**src/rtl/ha_serial_inc_sched.sv**
```systemverilog
// Bit-serial incrementer: two requesters share one 1-bit half adder through a
// round-robin scheduler; each operation takes WIDTH bit steps plus a DONE cycle.

module HA_df_1bit (
    input  logic a,
    input  logic b,
    output logic s,
    output logic c
);
    assign s = a ^ b;
    assign c = a & b;
endmodule

module ha_serial_inc_sched #(
    parameter int WIDTH = 8
) (
    input  logic             clk_in,
    input  logic             rst_in,
    input  logic             req0_in,
    input  logic [WIDTH-1:0] opnd0_in,
    input  logic             req1_in,
    input  logic [WIDTH-1:0] opnd1_in,
    output logic             gnt0_out,
    output logic             gnt1_out,
    output logic             busy_out,
    output logic             done_out,
    output logic [WIDTH-1:0] result_out,
    output logic             ovf_out,
    output logic             owner_out
);
    localparam int CNT_W = (WIDTH > 1) ? $clog2(WIDTH) : 1;
    localparam logic [CNT_W-1:0] CNT_LAST = CNT_W'(WIDTH - 1);
    localparam logic [CNT_W-1:0] CNT_ONE  = CNT_W'(1);

    typedef enum logic [1:0] {
        IDLE = 2'd0,
        RUN  = 2'd1,
        DONE = 2'd2
    } state_t;

    state_t           state, state_nx;
    logic [WIDTH-1:0] sh, sh_nx, sh_shifted;
    logic             c, c_nx;
    logic [CNT_W-1:0] cnt, cnt_nx;
    logic             owner, owner_nx;
    logic             last, last_nx;

    logic             gnt0_nx, gnt1_nx, busy_nx, done_nx, ovf_nx, owner_out_nx;
    logic [WIDTH-1:0] result_nx;

    logic             ha_s, ha_c;
    logic             pick1;

    HA_df_1bit u_ha (
        .a (sh[0]),
        .b (c),
        .s (ha_s),
        .c (ha_c)
    );

    // The sum bit enters at the MSB so the register ends up holding the result.
    generate
        if (WIDTH == 1) begin : g_w1
            assign sh_shifted = ha_s;
        end else begin : g_wn
            assign sh_shifted = {ha_s, sh[WIDTH-1:1]};
        end
    endgenerate

    // Requester 1 wins when alone, or on a tie when requester 0 was served last.
    assign pick1 = req1_in & (~req0_in | ~last);

    always_comb begin
        state_nx     = state;
        sh_nx        = sh;
        c_nx         = c;
        cnt_nx       = cnt;
        owner_nx     = owner;
        last_nx      = last;
        gnt0_nx      = 1'b0;
        gnt1_nx      = 1'b0;
        busy_nx      = busy_out;
        done_nx      = 1'b0;
        result_nx    = result_out;
        ovf_nx       = ovf_out;
        owner_out_nx = owner_out;

        case (state)
            IDLE: begin
                if (req0_in || req1_in) begin
                    sh_nx    = pick1 ? opnd1_in : opnd0_in;
                    c_nx     = 1'b1;
                    cnt_nx   = '0;
                    owner_nx = pick1;
                    last_nx  = pick1;
                    gnt0_nx  = ~pick1;
                    gnt1_nx  = pick1;
                    busy_nx  = 1'b1;
                    state_nx = RUN;
                end
            end
            RUN: begin
                sh_nx  = sh_shifted;
                c_nx   = ha_c;
                cnt_nx = cnt + CNT_ONE;
                if (cnt == CNT_LAST) begin
                    result_nx    = sh_shifted;
                    ovf_nx       = ha_c;
                    owner_out_nx = owner;
                    done_nx      = 1'b1;
                    state_nx     = DONE;
                end
            end
            DONE: begin
                busy_nx  = 1'b0;
                state_nx = IDLE;
            end
            default: begin
                busy_nx  = 1'b0;
                state_nx = IDLE;
            end
        endcase
    end

    always_ff @(posedge clk_in or posedge rst_in) begin
        if (rst_in) begin
            state      <= IDLE;
            sh         <= '0;
            c          <= 1'b0;
            cnt        <= '0;
            owner      <= 1'b0;
            last       <= 1'b1;
            gnt0_out   <= 1'b0;
            gnt1_out   <= 1'b0;
            busy_out   <= 1'b0;
            done_out   <= 1'b0;
            result_out <= '0;
            ovf_out    <= 1'b0;
            owner_out  <= 1'b0;
        end else begin
            state      <= state_nx;
            sh         <= sh_nx;
            c          <= c_nx;
            cnt        <= cnt_nx;
            owner      <= owner_nx;
            last       <= last_nx;
            gnt0_out   <= gnt0_nx;
            gnt1_out   <= gnt1_nx;
            busy_out   <= busy_nx;
            done_out   <= done_nx;
            result_out <= result_nx;
            ovf_out    <= ovf_nx;
            owner_out  <= owner_out_nx;
        end
    end

endmodule

```
**config.mk**
```make
export PLATFORM = sky130hd
export DESIGN_NAME = ha_serial_inc_sched
export DESIGN_NICKNAME = d
export VERILOG_FILES = /design/src/rtl/ha_serial_inc_sched.sv
export SDC_FILE = /design/constraint.sdc
export NUM_CORES = 1
export LEC_CHECK = 0
export CORE_UTILIZATION = 48
export CTS_CLUSTER_SIZE = 20
export DETAILED_ROUTE_END_ITERATION = 8
export GPL_ROUTABILITY_DRIVEN = 0
export PLACE_DENSITY = 0.88
export SETUP_SLACK_MARGIN = 0.02
export SYNTH_ARGS = -nofsm -noshare
export SYNTH_HDL_FRONTEND = slang
export SYNTH_SLANG_ARGS = --single-unit
export TNS_END_PERCENT = 5
```
**constraint.sdc**
```tcl
create_clock -name clk_in -period 1.87 [get_ports clk_in]
set_input_delay 0.187 -clock clk_in [delete_from_list [all_inputs] [get_ports clk_in]]
set_output_delay 0.187 -clock clk_in [all_outputs]
set_load 0.01 [all_outputs]
```
=== Word-level counts from Yosys, hierarchy flattened ===
Cells that the tools add are included.

* Output and inout bits: 14
* Register bits: 30
* Bits in latches: 0
* Bits in read-only memories: 0
* Memories kept: 0
* Word-level logic and storage cells: 51
* Input port bits: 20
* Memory bits (writable): 0

* Muxes and demuxes: 17
* Reductions and logical operators: 8
* Shift-type cells: 0
* Divide/modulo/power cells: 0
* Bitwise logic cells: 8
* Equality and inequality tests: 4
* Add/sub/neg operators: 1
* $lt $le $gt $ge: 0
* Multipliers: 0

{| class="wikitable"
|+ Operators by type and width
! operator !! count
|-
| 8-bit two-way mux || 2
|-
| 8-bit one-hot mux with 2 select lines || 1
|-
| 2-bit AND reduction || 5
|-
| 1-bit two-way mux || 7
|-
| 3-bit one-hot mux with 2 select lines || 1
|-
| 2-bit two-way mux || 2
|-
| 2-bit != test, second input constant || 2
|-
| 1-bit NOT || 4
|-
| 1-bit one-hot mux with 2 select lines || 2
|-
| 2-bit one-hot mux with 2 select lines || 1
|-
| 3-bit by 1-bit adder with 3-bit output, second input constant || 1
|-
| 3-bit == test, second input constant || 1
|-
| 3-bit two-way mux || 1
|-
| 1-bit bitwise AND || 2
|-
| 2-bit by 1-bit == test with 1-bit output, second input constant || 1
|-
| 2-bit zero test || 1
|-
| 2-bit nonzero test || 1
|-
| 1-bit logical OR || 1
|-
| 1-bit OR || 1
|-
| 1-bit XOR || 1
|}

=== Logic depth before layout (Yosys ltp) ===
* Depth in word-level cells: 6
* Depth in mapped cells: 5
* Depth with buffers taken out: 5

=== Hierarchy ===
A second synthesis with hierarchy kept.

* Cells, all modules: 110
* Area, all modules: 1312.5 µm²

{| class="wikitable"
|+ Modules (own cells, without submodules)
! module !! sequential area each (µm²) !! area an instance (µm²) !! instances !! cells an instance
|-
| ha_serial_inc_sched || 752.0 || 1300.0 || 1 || 109
|-
| HA_df_1bit || 0.0 || 12.5 || 1 || 1
|}

=== Least setup slack after synthesis ===
Ideal clock, no wire load.

* Path kind: reg2reg
* From: register cnt[0]
* To: register result_out[0]
* Arrival: 1227 ps
* Data required time: 1745 ps
* Cell stages (with the launch flop): 6
* Buffers on the path: 0
* Library setup time: 125 ps
* Period minus slack after synthesis: 1352 ps
* Slack: 518 ps
* Cell sequence: dfrtp_1 > ha_1 > ha_1 > nand2_4 > inv_4 > mux2_4

* Longest elaborated chain between the ends: 2

{| class="wikitable"
|+ RTL lines
! element !! RTL line !! RTL
|-
| start: declaration || 44 || <nowiki>logic [CNT_W-1:0] cnt, cnt_nx;</nowiki>
|-
| start signal: assignment || 144 || <nowiki>cnt <= cnt_nx;</nowiki>
|-
| 3-bit == test || 106 || <nowiki>if (cnt == CNT_LAST) begin</nowiki>
|-
| 2-bit AND reduction (no line) || - ||
|-
| end signal: assignment || 151 || <nowiki>result_out <= result_nx;</nowiki>
|-
| end: declaration || 27 || <nowiki>output logic [WIDTH-1:0] result_out,</nowiki>
|}

Every way passes these cells.
A chain may end at the register's enable or synchronous reset.

=== Final worst setup path ===
* From: register state[0]
* To: register sh[6]

* Longest elaborated chain between the ends: 3
* Elaborated cells on any way between the ends: 6
* Those cells by class: eq/ne (2); mux (1); reduce/logical (3)

{| class="wikitable"
|+ RTL lines
! element !! RTL line !! RTL
|-
| start: declaration || 41 || <nowiki>state_t state, state_nx;</nowiki>
|-
| start signal: assignment || 141 || <nowiki>state <= state_nx;</nowiki>
|-
| 2-bit by 1-bit == test with 1-bit output or 2-bit zero test (tied branches) || 88 || <nowiki>case (state)</nowiki>
|-
| 2-bit nonzero test (no line) or 2-bit != test (tied branches) || - ||
|-
| 2-bit AND reduction (no line) || - ||
|-
| end signal: assignment || 142 || <nowiki>sh <= sh_nx;</nowiki>
|-
| end: declaration || 42 || <nowiki>logic [WIDTH-1:0] sh, sh_nx, sh_shifted;</nowiki>
|}

Several ways; a longest one is shown, not always the timed one.

==> summary.md <==
| Metric | Value |
|---|---|
| Hold Buf Count CTS | `0` |
| Core Region | `0.002734 mm^2` |
| DR vias | `987` |
| Antenna-violating nets left | `0` |
| Leak | `0.8406 nW` |
| WL final | `2779 um` |
| Worst r2r src | `state[0]$_DFFE_PP0P_` |
| IO buf count | `33` |
| Commonest cells after routing, fill and taps aside | `clkdlybuf4s50_1 (33), dfrtp_1 (29), nand2_1 (14)` |
| Clock tree sinks | `30` |
| Mapped Cells | `110` |
| Nets | `173` |
| Complex-gate fraction of the synthesized area | `0.1548` |
| GR Overflow Total | `0` |
| GRT Overall Usage | `0.2067` |
| Die area | `0.003099 mm^2` |
| Setup slack, reg-to-reg | `0.40 ns` |
| Clock Tree Buf Depth | `2` |
| Adder-Cell Fraction of Synth Area | `0.02715` |
| Post-synthesis sequential area ratio | `0.5439` |
| Antenna Cells | `0` |
| Top cell family by delay on the critical path | `simple AND/OR/NAND/NOR gates` |
| Die width | `55.67 um` |
| Worst VDD drop | `0.9809 mV` |
| CTS tree | `built` |
| Setup TNS | `0 ns` |
| Die height | `55.67 um` |
| Yosys reg bits | `30` |
| Share of cells above drive strength 1 | `0.2185` |
| Mux cell area share after synthesis | `0.1584` |
| Crit-path cells | `nor3_1, o21ai_0, o221ai_2` |
| Worst Path Arrival | `1.71 ns` |
| Number of global-route vias before repair | `1,036` |
| CP max stage delay | `0.64 ns` |
| Largest net degree at the start of global routing | `31` |
| Yosys warns | `0` |
| Max-slew headroom | `0.4983` |
| Syn_area_per_cell | `12.57 um^2` |
| Tightest Hold Check Type | `input pin to asynchronous set/reset pin` |
| Setup Skew | `0.008090 ns` |
| Initial DRT Pass Iterations | `4` |
| H-tree levels | `2` |
| Row count | `19` |
| Post-Synth Simple-Gate Area | `0.08145` |
| Residual DRC | `0` |
| Status | `finished, final reports clean` |
| RSZ-0062 raised after global routing | `no` |
| Netlist cell types | `30` |
| CP Capture Type | `flip-flop` |
| DR WL/cell | `15.27 um` |
| Mapped cell area | `0.001383 mm^2` |
| Syn nets | `133` |
| R2r endpoint | `sh[6]$_DFFE_PP0P_` |
| Skew-Pair Late Insertion Delay | `0.33 ns` |
| Tightest Pin Transition | `0.7468 ns` |
| Initial Util | `0.5057` |
| Fin crit share | `0.7835` |
| Setup CP Type | `flip-flop to flip-flop` |
| Post-synthesis xor/xnor area fraction | `0` |
| Period minus WS final | `1.465 ns` |
| Fin Hold WS | `0.1728 ns` |
| Pwr dens | `1525 mW/mm^2` |
| Post_cts resized | `0` |
| Fmax | `682.5 MHz` |
| Slowest-stage cell, CP | `nor3_1` |
| First-pass GRT wire length | `4747 um` |
| Critical Path Start Type | `flip-flop` |
| Io pins | `34` |
| Worst Setup SP | `state[0]$_DFFE_PP0P_` |
| Main synth FF type | `dfrtp_1` |
| Post-CTS Setup Inserts | `0` |
| CTS buffer count | `5` |
| Placed Area | `0.001768 mm^2` |
| Clk slew on worst S/H paths | `0.09 ns` |
| Final Slew Violations | `0` |
| Most common cell after layout, fill and taps aside | `clkdlybuf4s50_1` |
| Fraction of registers with async set/reset | `1.000` |
| Bufs and invs on worst path | `0` |
| Cells on worst reg2reg path | `3` |
| Area delta synth->final | `32.13%` |
| Required @ worst endpoint | `2.12 ns` |
| Worst-path maximum fanout | `8` |
| Fin area | `0.001827 mm^2` |
| Combinational family with the most area after synthesis | `multiplexers` |
| Hpwl dp | `2150 um` |
| Setup-failing EPs final | `0` |
| Fin. Hold Viols | `0` |
| Root Driver | `clkbuf_4` |
| EDFF count, synth | `0` |
| Initial DRC count | `12` |
| Vias per cell | `5.423` |
| Max Cap Violations | `0` |
| Initial antenna violation count | `0` |
[how the worst max path moves through the flow]
stage / endpoint / cells past startpoint
6_report: sh[6]$_DFFE_PP0P_ / 3
5_1_grt: sh[0]$_DFFE_PP0P_ / 3
4_1_cts: result_out[5]$_DFFE_PP0P_ / 5
3_5_place_dp: sh[2]$_DFFE_PP0P_ / 5
3_3_place_gp: sh[6]$_DFFE_PP0P_ / 4
2_1_floorplan: result_out[0]$_DFFE_PP0P_ / 5
[cells in the mapped netlist, types with 2 or more instances]
| cell type | n | share of area |
|---|---|---|
| dfrtp_1 | 29 | 0.52 |
| nand2_1 | 14 | 0.038 |
| mux2i_1 | 8 | 0.058 |
| o21ai_0 | 8 | 0.029 |
| mux2_4 | 7 | 0.076 |
| o211ai_2 | 7 | 0.063 |
| o21ai_1 | 5 | 0.018 |
| buf_2 | 3 | 0.011 |
| ha_1 | 3 | 0.027 |
| inv_1 | 3 | 0.0081 |
| mux2_1 | 3 | 0.024 |
| nand2b_1 | 2 | 0.0090 |
[state kept, by name (all words and copies together), names as in the netlist, 2 cells and up]
name,count
result_out,8
cnt,3
state,2
sh,8
[through the flow]
step           instances  worst slack [ns]  power [W]    util
5_1_grt              182            0.2033   0.002973  0.6682
3_5_place_dp         174            0.1161   0.002425  0.6467
6_report             182            0.4048   0.002785  0.6682
3_3_place_gp         174            0.2004   0.002332  0.6467
4_1_cts              182            0.4121   0.002819  0.6682
2_1_floorplan        110            0.5180   0.001920       -
[report_power, final]
group          leakage, nW  switching [W]  internal (W)
sequential           0.366       0.000188      0.000957
clock               0.0326       0.000210      0.000185
combinational        0.442       0.000548      0.000696
[area by class of cell]
class                   instances  area (um^2)
fillers                       211        907.1
flip-flops and latches         30        752.0
multi-input cells              71        583.1
repair buffers                 37        372.9
clock buffers                   8        58.81
well taps                      31        38.79
inverters                       5        21.27
[routing by layer]
metal  wire length (um)  part of all wire  track usage  vias to the layer above
met3                115             0.041      0.06744                        8
met2               1472              0.53       0.3546                       21
li1                   -                 -            -                      467
met1               1119              0.40       0.2322                      491
met5                  0                 0            0                        -
met4                 71             0.026      0.09643                        0
[kinds of logic after synthesis]
kind of cell	count (synthesis)
flip-flops	30
AO/OA/AOI/OAI	27
AND/OR/NAND/NOR	23
multiplexers	18
buffers and inverters	9
adder cells (fa/ha/maj)	3
[worst register-to-register path: stages, from the launching register on]
cell and delay (ns):
dfrtp_1 0.42, nor3_1 0.64, o21ai_0 0.22, o221ai_2 0.10
Note: power is estimated with default switching activity, not from simulation.
